$ cat src/rtl/spi_slave.sv
// -----------------------------------------------------------------------------
// spi_slave
//
// Purpose:
//   SPI slave for CPOL=0 that lives entirely in the sysClk_i domain. The
//   master's spiClk_i, ss_i_n and mosi_i are oversampled through
//   SYNC_STAGES-deep synchronizers and their edges are detected locally.
//   Data is shifted MSb-first in both directions: a word is received on MOSI
//   while a host-supplied word (or IDLE_BYTE on underrun) is returned on MISO.
//   Several words may be streamed while ss_i_n stays low.
//
// Build options:
//   SPI_SLAVE_CPHA1_EN  - when defined, SPI mode 1 (CPHA=1): MISO changes on
//                         the rising spiClk edge and MOSI is sampled on the
//                         falling edge. When undefined, SPI mode 0 (CPHA=0).
//
// Parameters:
//   DATA_WIDTH   bits per SPI word (>= 2)
//   SYNC_STAGES  synchronizer depth for spiClk_i/ss_i_n/mosi_i (>= 2)
//   IDLE_BYTE    word shifted out when no tx word was loaded
//
// Ports:
//   sysClk_i         in   system clock, at least 8x the spiClk_i rate
//   reset_i          in   synchronous active-high reset
//   spiClk_i         in   SPI clock from the master (asynchronous)
//   ss_i_n           in   slave select, active low (asynchronous)
//   mosi_i           in   master-out data (asynchronous)
//   miso_o           out  slave-out data
//   byte_to_send_i   in   next tx word
//   load_i           in   write byte_to_send_i into the tx buffer when ready
//   tx_ready_o       out  tx buffer empty
//   byte_received_o  out  last completed rx word
//   rx_valid_o       out  one-cycle pulse when byte_received_o updates
//   tx_underrun_o    out  one-cycle pulse when IDLE_BYTE is substituted
//   busy_o           out  high while a frame is in progress
// -----------------------------------------------------------------------------
module spi_slave #(
  parameter int                    DATA_WIDTH  = 8,
  parameter int                    SYNC_STAGES = 2,
  parameter logic [DATA_WIDTH-1:0] IDLE_BYTE   = 8'h00
) (
  input  logic                  sysClk_i,
  input  logic                  reset_i,
  input  logic                  spiClk_i,
  input  logic                  ss_i_n,
  input  logic                  mosi_i,
  output logic                  miso_o,
  input  logic [DATA_WIDTH-1:0] byte_to_send_i,
  input  logic                  load_i,
  output logic                  tx_ready_o,
  output logic [DATA_WIDTH-1:0] byte_received_o,
  output logic                  rx_valid_o,
  output logic                  tx_underrun_o,
  output logic                  busy_o
);

  localparam int CNT_W = (DATA_WIDTH > 1) ? $clog2(DATA_WIDTH) : 1;
  localparam logic [CNT_W-1:0] CNT_MAX  = CNT_W'(DATA_WIDTH - 1);
  localparam logic [CNT_W-1:0] CNT_ZERO = {CNT_W{1'b0}};
  localparam logic [CNT_W-1:0] CNT_ONE  = CNT_W'(1);

  typedef enum logic [1:0] {
    ST_IDLE     = 2'd0,
    ST_LOAD     = 2'd1,
    ST_SHIFT    = 2'd2,
    ST_COMPLETE = 2'd3
  } state_t;

  // Synchronizer chains; index 0 is the stage nearest the pin.
  logic [SYNC_STAGES-1:0] sclk_sync_q;
  logic [SYNC_STAGES-1:0] ss_sync_q;
  logic [SYNC_STAGES-1:0] mosi_sync_q;
  logic                   sclk_prev_q;
  logic                   ss_prev_q;

  logic sclk_s;
  logic ss_s;
  logic mosi_s;
  logic sclk_rise_s;
  logic sclk_fall_s;
  logic ss_fall_s;
  logic ss_rise_s;

  state_t                 state_q;
  logic [CNT_W-1:0]       bit_cnt_q;
  logic [DATA_WIDTH-1:0]  tx_buf_q;
  logic                   tx_ready_q;
  logic [DATA_WIDTH-1:0]  tx_shift_q;
  logic [DATA_WIDTH-1:0]  rx_shift_q;
  logic [DATA_WIDTH-1:0]  byte_received_q;
  logic                   rx_valid_q;
  logic                   tx_underrun_q;
  logic                   miso_q;

  logic [DATA_WIDTH-1:0]  tx_src_d;
  logic [DATA_WIDTH-1:0]  tx_shift_d;
  logic [DATA_WIDTH-1:0]  rx_shift_d;

  // Synchronize the asynchronous SPI pins and keep one extra copy for edges.
  always_ff @(posedge sysClk_i) begin
    if (reset_i) begin
      // ss resets high so that a released reset never fakes a select edge
      // unless the master really holds ss low.
      sclk_sync_q <= {SYNC_STAGES{1'b0}};
      ss_sync_q   <= {SYNC_STAGES{1'b1}};
      mosi_sync_q <= {SYNC_STAGES{1'b0}};
      sclk_prev_q <= 1'b0;
      ss_prev_q   <= 1'b1;
    end else begin
      sclk_sync_q <= {sclk_sync_q[SYNC_STAGES-2:0], spiClk_i};
      ss_sync_q   <= {ss_sync_q[SYNC_STAGES-2:0], ss_i_n};
      mosi_sync_q <= {mosi_sync_q[SYNC_STAGES-2:0], mosi_i};
      sclk_prev_q <= sclk_sync_q[SYNC_STAGES-1];
      ss_prev_q   <= ss_sync_q[SYNC_STAGES-1];
    end
  end

  assign sclk_s      = sclk_sync_q[SYNC_STAGES-1];
  assign ss_s        = ss_sync_q[SYNC_STAGES-1];
  assign mosi_s      = mosi_sync_q[SYNC_STAGES-1];
  assign sclk_rise_s = sclk_s & ~sclk_prev_q;
  assign sclk_fall_s = ~sclk_s & sclk_prev_q;
  assign ss_fall_s   = ~ss_s & ss_prev_q;
  assign ss_rise_s   = ss_s & ~ss_prev_q;

  // Next-state values for the shift registers and the word to transmit.
  always_comb begin
    tx_src_d = IDLE_BYTE;
    if (!tx_ready_q) begin
      tx_src_d = tx_buf_q;
    end else begin
      tx_src_d = IDLE_BYTE;
    end
    // Rotate rather than shift: the bit leaving the top is never observed
    // again, and rotating keeps every register bit in use.
    tx_shift_d = {tx_shift_q[DATA_WIDTH-2:0], tx_shift_q[DATA_WIDTH-1]};
    rx_shift_d = {rx_shift_q[DATA_WIDTH-2:0], mosi_s};
  end

  // Frame FSM, shift registers, tx buffer and all registered outputs.
  always_ff @(posedge sysClk_i) begin
    if (reset_i) begin
      state_q         <= ST_IDLE;
      bit_cnt_q       <= CNT_MAX;
      tx_buf_q        <= {DATA_WIDTH{1'b0}};
      tx_ready_q      <= 1'b1;
      tx_shift_q      <= {DATA_WIDTH{1'b0}};
      rx_shift_q      <= {DATA_WIDTH{1'b0}};
      byte_received_q <= {DATA_WIDTH{1'b0}};
      rx_valid_q      <= 1'b0;
      tx_underrun_q   <= 1'b0;
      miso_q          <= 1'b0;
    end else begin
      rx_valid_q    <= 1'b0;
      tx_underrun_q <= 1'b0;

      case (state_q)
        ST_IDLE: begin
          miso_q <= 1'b0;
          if (ss_fall_s) begin
            state_q <= ST_LOAD;
          end else begin
            state_q <= ST_IDLE;
          end
        end

        ST_LOAD: begin
          if (ss_rise_s) begin
            // Abort: the tx buffer is left untouched.
            state_q <= ST_IDLE;
            miso_q  <= 1'b0;
          end else begin
            tx_shift_q <= tx_src_d;
            if (tx_ready_q) begin
              tx_underrun_q <= 1'b1;
            end else begin
              tx_underrun_q <= 1'b0;
            end
            tx_ready_q <= 1'b1;
`ifdef SPI_SLAVE_CPHA1_EN
            // Mode 1 drives the MSb on the first rising spiClk edge.
            miso_q <= 1'b0;
`else
            // Mode 0 must present the MSb before the first rising edge.
            miso_q <= tx_src_d[DATA_WIDTH-1];
`endif
            bit_cnt_q <= CNT_MAX;
            state_q   <= ST_SHIFT;
          end
        end

        ST_SHIFT: begin
          if (ss_rise_s) begin
            // Abort: the partial rx word is dropped, nothing is reported.
            state_q <= ST_IDLE;
            miso_q  <= 1'b0;
`ifdef SPI_SLAVE_CPHA1_EN
          end else if (sclk_rise_s) begin
            miso_q     <= tx_shift_q[DATA_WIDTH-1];
            tx_shift_q <= tx_shift_d;
          end else if (sclk_fall_s) begin
            rx_shift_q <= rx_shift_d;
            if (bit_cnt_q == CNT_ZERO) begin
              state_q <= ST_COMPLETE;
            end else begin
              bit_cnt_q <= bit_cnt_q - CNT_ONE;
            end
`else
          end else if (sclk_rise_s) begin
            rx_shift_q <= rx_shift_d;
            if (bit_cnt_q == CNT_ZERO) begin
              state_q <= ST_COMPLETE;
            end else begin
              bit_cnt_q <= bit_cnt_q - CNT_ONE;
            end
          end else if (sclk_fall_s && (bit_cnt_q != CNT_MAX)) begin
            // A falling edge seen before any rising edge of this word is the
            // trailing edge of the previous word's last bit; it must not
            // disturb the MSb that Load already placed on MISO.
            tx_shift_q <= tx_shift_d;
            miso_q     <= tx_shift_d[DATA_WIDTH-1];
`endif
          end else begin
            state_q <= ST_SHIFT;
          end
        end

        ST_COMPLETE: begin
          // Completes even if ss rises in this very cycle.
          byte_received_q <= rx_shift_q;
          rx_valid_q      <= 1'b1;
          if (ss_s) begin
            state_q <= ST_IDLE;
          end else begin
            state_q <= ST_LOAD;
          end
        end

        default: begin
          state_q <= ST_IDLE;
          miso_q  <= 1'b0;
        end
      endcase

      // Host write into the single-entry buffer; a later assignment wins
      // over Load marking the buffer empty in the same cycle.
      if (load_i && tx_ready_q) begin
        tx_buf_q   <= byte_to_send_i;
        tx_ready_q <= 1'b0;
      end else begin
        tx_buf_q <= tx_buf_q;
      end
    end
  end

  assign miso_o          = miso_q;
  assign tx_ready_o      = tx_ready_q;
  assign byte_received_o = byte_received_q;
  assign rx_valid_o      = rx_valid_q;
  assign tx_underrun_o   = tx_underrun_q;
  assign busy_o          = (state_q != ST_IDLE);

endmodule

$ cat config.mk
export PLATFORM = sky130hd
export DESIGN_NAME = spi_slave
export DESIGN_NICKNAME = d
export VERILOG_FILES = /design/src/rtl/spi_slave.sv
export SDC_FILE = /design/constraint.sdc
export NUM_CORES = 1
export LEC_CHECK = 0
export ABC_AREA = 1
export CAP_MARGIN = 10
export CORE_MARGIN = 4
export CORE_UTILIZATION = 45
export CTS_BUF_LIST = sky130_fd_sc_hd__clkbuf_8
export DETAILED_ROUTE_END_ITERATION = 16
export GPL_TIMING_DRIVEN = 0
export HOLD_SLACK_MARGIN = 0.06
export PLACE_DENSITY = 0.63
export SETUP_SLACK_MARGIN = 0.5
export SYNTH_ARGS = -nofsm -noshare
export SYNTH_HDL_FRONTEND = slang
export SYNTH_SLANG_ARGS = --single-unit
$ cat constraint.sdc
create_clock -name sysClk_i -period 4.3 [get_ports sysClk_i]
set_input_delay 0.43 -clock sysClk_i [delete_from_list [all_inputs] [get_ports sysClk_i]]
set_output_delay 0.43 -clock sysClk_i [all_outputs]
set_load 0.01 [all_outputs]
==> results.sh <==
export IMPL_outcome="complete, no violations"
export IMPL_cap_violations=0
export IMPL_rows=25
export IMPL_slowest_delay_ns=0.52
export IMPL_ctsLongestPathBuffers=2
export IMPL_timing_fmax_mhz=494
export IMPL_yosysSeqAreaShare=0.437
export IMPL_crit_buf_inv=3
export IMPL_drive_above_1_share=0.125
export IMPL_worstHoldStart="sclk_sync_q[0]"
export IMPL_critPathSlowestCell="clkdlybuf4s50_1"
export IMPL_hold_end="sclk_sync_q[1]"
export IMPL_utilization=0.561
export IMPL_ys_types=27
export IMPL_coreArea_um2=4790
export IMPL_cts_setup_buffers=0
export IMPL_placed_area_um2=2590
export IMPL_crit_path_end_kind="output port"
export IMPL_dp_cells=387
export IMPL_track_usage=0.159
export IMPL_internal_power_uw=621
export IMPL_fin_crit_ns=2.02
export IMPL_dr_pass1_iters=4
export IMPL_post_route_period_util=0.471
export IMPL_hold_buffers=0
export IMPL_cp_required_ns=3.87
export IMPL_n_antenna_cell=0
export IMPL_vdd_ir_drop_max_mv=0.173
export IMPL_clkPwrFrac=0.351
export IMPL_slew_limit_headroom=0.673
export IMPL_timing_rr_end="tx_shift_q[5]"
export IMPL_port_buffers=26
export IMPL_hold_path_class="reg2reg"
export IMPL_via_per_inst=4.61
export IMPL_area_growth_syn_to_layout_pct=19.6
export IMPL_p_leak_nw=1.20
export IMPL_mostFrequentLayoutCell="nor2_1"
export IMPL_rsz0062_at_grt="false"
export IMPL_grt_pass1_wl_mm=7.89
export IMPL_synth_seq_cells=49
export IMPL_vias=1822
export IMPL_hold_viol=0
export IMPL_numCtsBuffers=5
export IMPL_routabilityCongestion=0.784
export IMPL_place_ws_ns=2.59
export IMPL_syn_instance_count=294
export IMPL_overflow=0
export IMPL_critPathLaunchType="register"
export IMPL_arrival_ns=1.59
export IMPL_num_io_pins=27
export IMPL_syn_area_um2=2250
export IMPL_die_w_um=78.6
export IMPL_skew_ns=0.00433
export IMPL_seq_power_share=0.580
export IMPL_tightestPinTransition_ns=0.490
export IMPL_cts_tree="built"
export IMPL_setup_tns_ns=0
export IMPL_layout_common_cells="nor2_1, nand2_1, dfxtp_1"
export IMPL_reg2reg_slack_ns=2.65
export IMPL_cts_sinks=49
export IMPL_antenna_found_initial=0
export IMPL_dp_hpwl_mm=3.27
export IMPL_dieArea_um2=6190
export IMPL_cts_resized=0
export IMPL_synth_fp_nets=317
export IMPL_ys_warnings_count=0
export IMPL_min_path_cells=2
export IMPL_routed_wl_mm=4.42
export IMPL_setup_ws_ns=2.28
export IMPL_finalPower_uw=810
export IMPL_routedWlPerCell_um=11.2
export IMPL_setup_violations=0
export IMPL_drtAntennaViolNets=0
export IMPL_switching_share=0.233
export IMPL_path_cells="inv_1 -> ha_1 -> inv_1 -> clkdlybuf4s50_1"
export IMPL_clk_pin_slew_ns=0.09
export IMPL_grt_pass1_vias=1693
export IMPL_path_common_cell="inv_1"
export IMPL_fill_cells=473
export IMPL_fin_cells=395
export IMPL_reg2regPathDepth=10
export IMPL_final_area_um2=2690
export IMPL_die_h_um=78.6
export IMPL_post_route_drc_count=0
export IMPL_p_sw_uw=189
export IMPL_nets=350
export IMPL_cts_root_buf="clkbuf_8"
export IMPL_initial_utilization=0.469
export IMPL_insertion_delay_ns=0.30
export IMPL_crit_type="reg2out"
export IMPL_grt_max_degree=16
export IMPL_drt_iter0_drc=92
export IMPL_cp_max_fo=4
export IMPL_syn_area_per_cell_um2=7.64
export IMPL_whs_ns=0.407
export IMPL_drv_slew=0
export IMPL_pwr_share_comb=0.069
export IMPL_critPathLaunch="state_q[0]"
export IMPL_powerDensity_nw_per_um2=302
export IMPL_h_tree_depth=2
export IMPL_critPathTopFamily="buffers and inverters"
export IMPL_rr_startpoint="state_q[0]"
logic make-up after synthesis:
group                      Yosys count  share of synthesized area
and+or+nand+nor                    146                      0.296
adders and majority gates            9                     0.0501
AOI/OAI and AO/OA                   49                      0.123
DFF                                 49                      0.437
buffers and inverters               41                     0.0947
area by class of cell:
cell class / count / area (µm²) / area share
plain buffers: 11 / 100 / 0.0373
clock buffers: 6 / 82.6 / 0.0307
multi-input cells: 204 / 1050 / 0.392
clock inverters: 2 / 13.8 / 0.00512
inverters: 30 / 113 / 0.0419
repair buffers: 26 / 260 / 0.0969
flip-flops and latches: 49 / 981 / 0.365
well taps: 67 / 83.8 / 0.0312
synth_stat cells, drive strengths merged:
library cell  instances  share of area
nor2                 64           0.13
inv                  29          0.048
clkinv                1         0.0017
nand2                53          0.090
a21oi                14          0.045
nand3                20          0.053
buf                   7          0.033
o21ai                35          0.078
dfxtp                49           0.44
ha                    9          0.050
nor3                  1         0.0022
or2                   7          0.019
clkbuf                4          0.011
nor4                  1         0.0028
metal layers:
| layer | wire length, µm | track usage | up-vias |
|---|---|---|---|
| met2 | 2040 | 0.254 | 18 |
| met4 | 71 | 0.0472 | 0 |
| met5 | 0 | 0 | - |
| li1 | - | - | 982 |
| met3 | 93 | 0.0390 | 8 |
| met1 | 2220 | 0.210 | 814 |
worst min-delay path, delay by kind of cell (launching register included):
family / cells / cell delay (ns)
buffers and inverters: 1 / 0.04
and+or+nand+nor: 1 / 0.03
DFF: 1 / 0.31
power by group through the flow:
stage	Clock, mW	Combinational (mW)	Sequential (mW)
2_1_floorplan	0	0.0341	0.480
3_3_place_gp	0	0.0561	0.481
3_5_place_dp	0	0.0568	0.481
4_1_cts	0.296	0.0569	0.471
5_1_grt	0.313	0.0645	0.472
6_report	0.284	0.0559	0.470
worst max-delay path by stage:
stage	to	slack, ns	cells after the start
2_1_floorplan	tx_shift_q[5]	2.81	10
3_3_place_gp	rx_shift_q[1]	2.60	5
3_5_place_dp	busy_o	2.59	4
4_1_cts	busy_o	2.25	4
5_1_grt	busy_o	2.17	4
6_report	busy_o	2.28	4
registers in the layout, summed over array words and instances, names as in the netlist:
register         cells
mosi_sync_q          2
tx_ready_o           1
tx_buf_q             8
rx_valid_o           1
bit_cnt_q            3
ss_sync_q            2
tx_underrun_o        1
sclk_sync_q          2
byte_received_o      8
rx_shift_q           8
miso_o               1
state_q              2
sclk_prev_q          1
ss_prev_q            1
tx_shift_q           8
No activity file was read; power rests on OpenSTA's default activity.
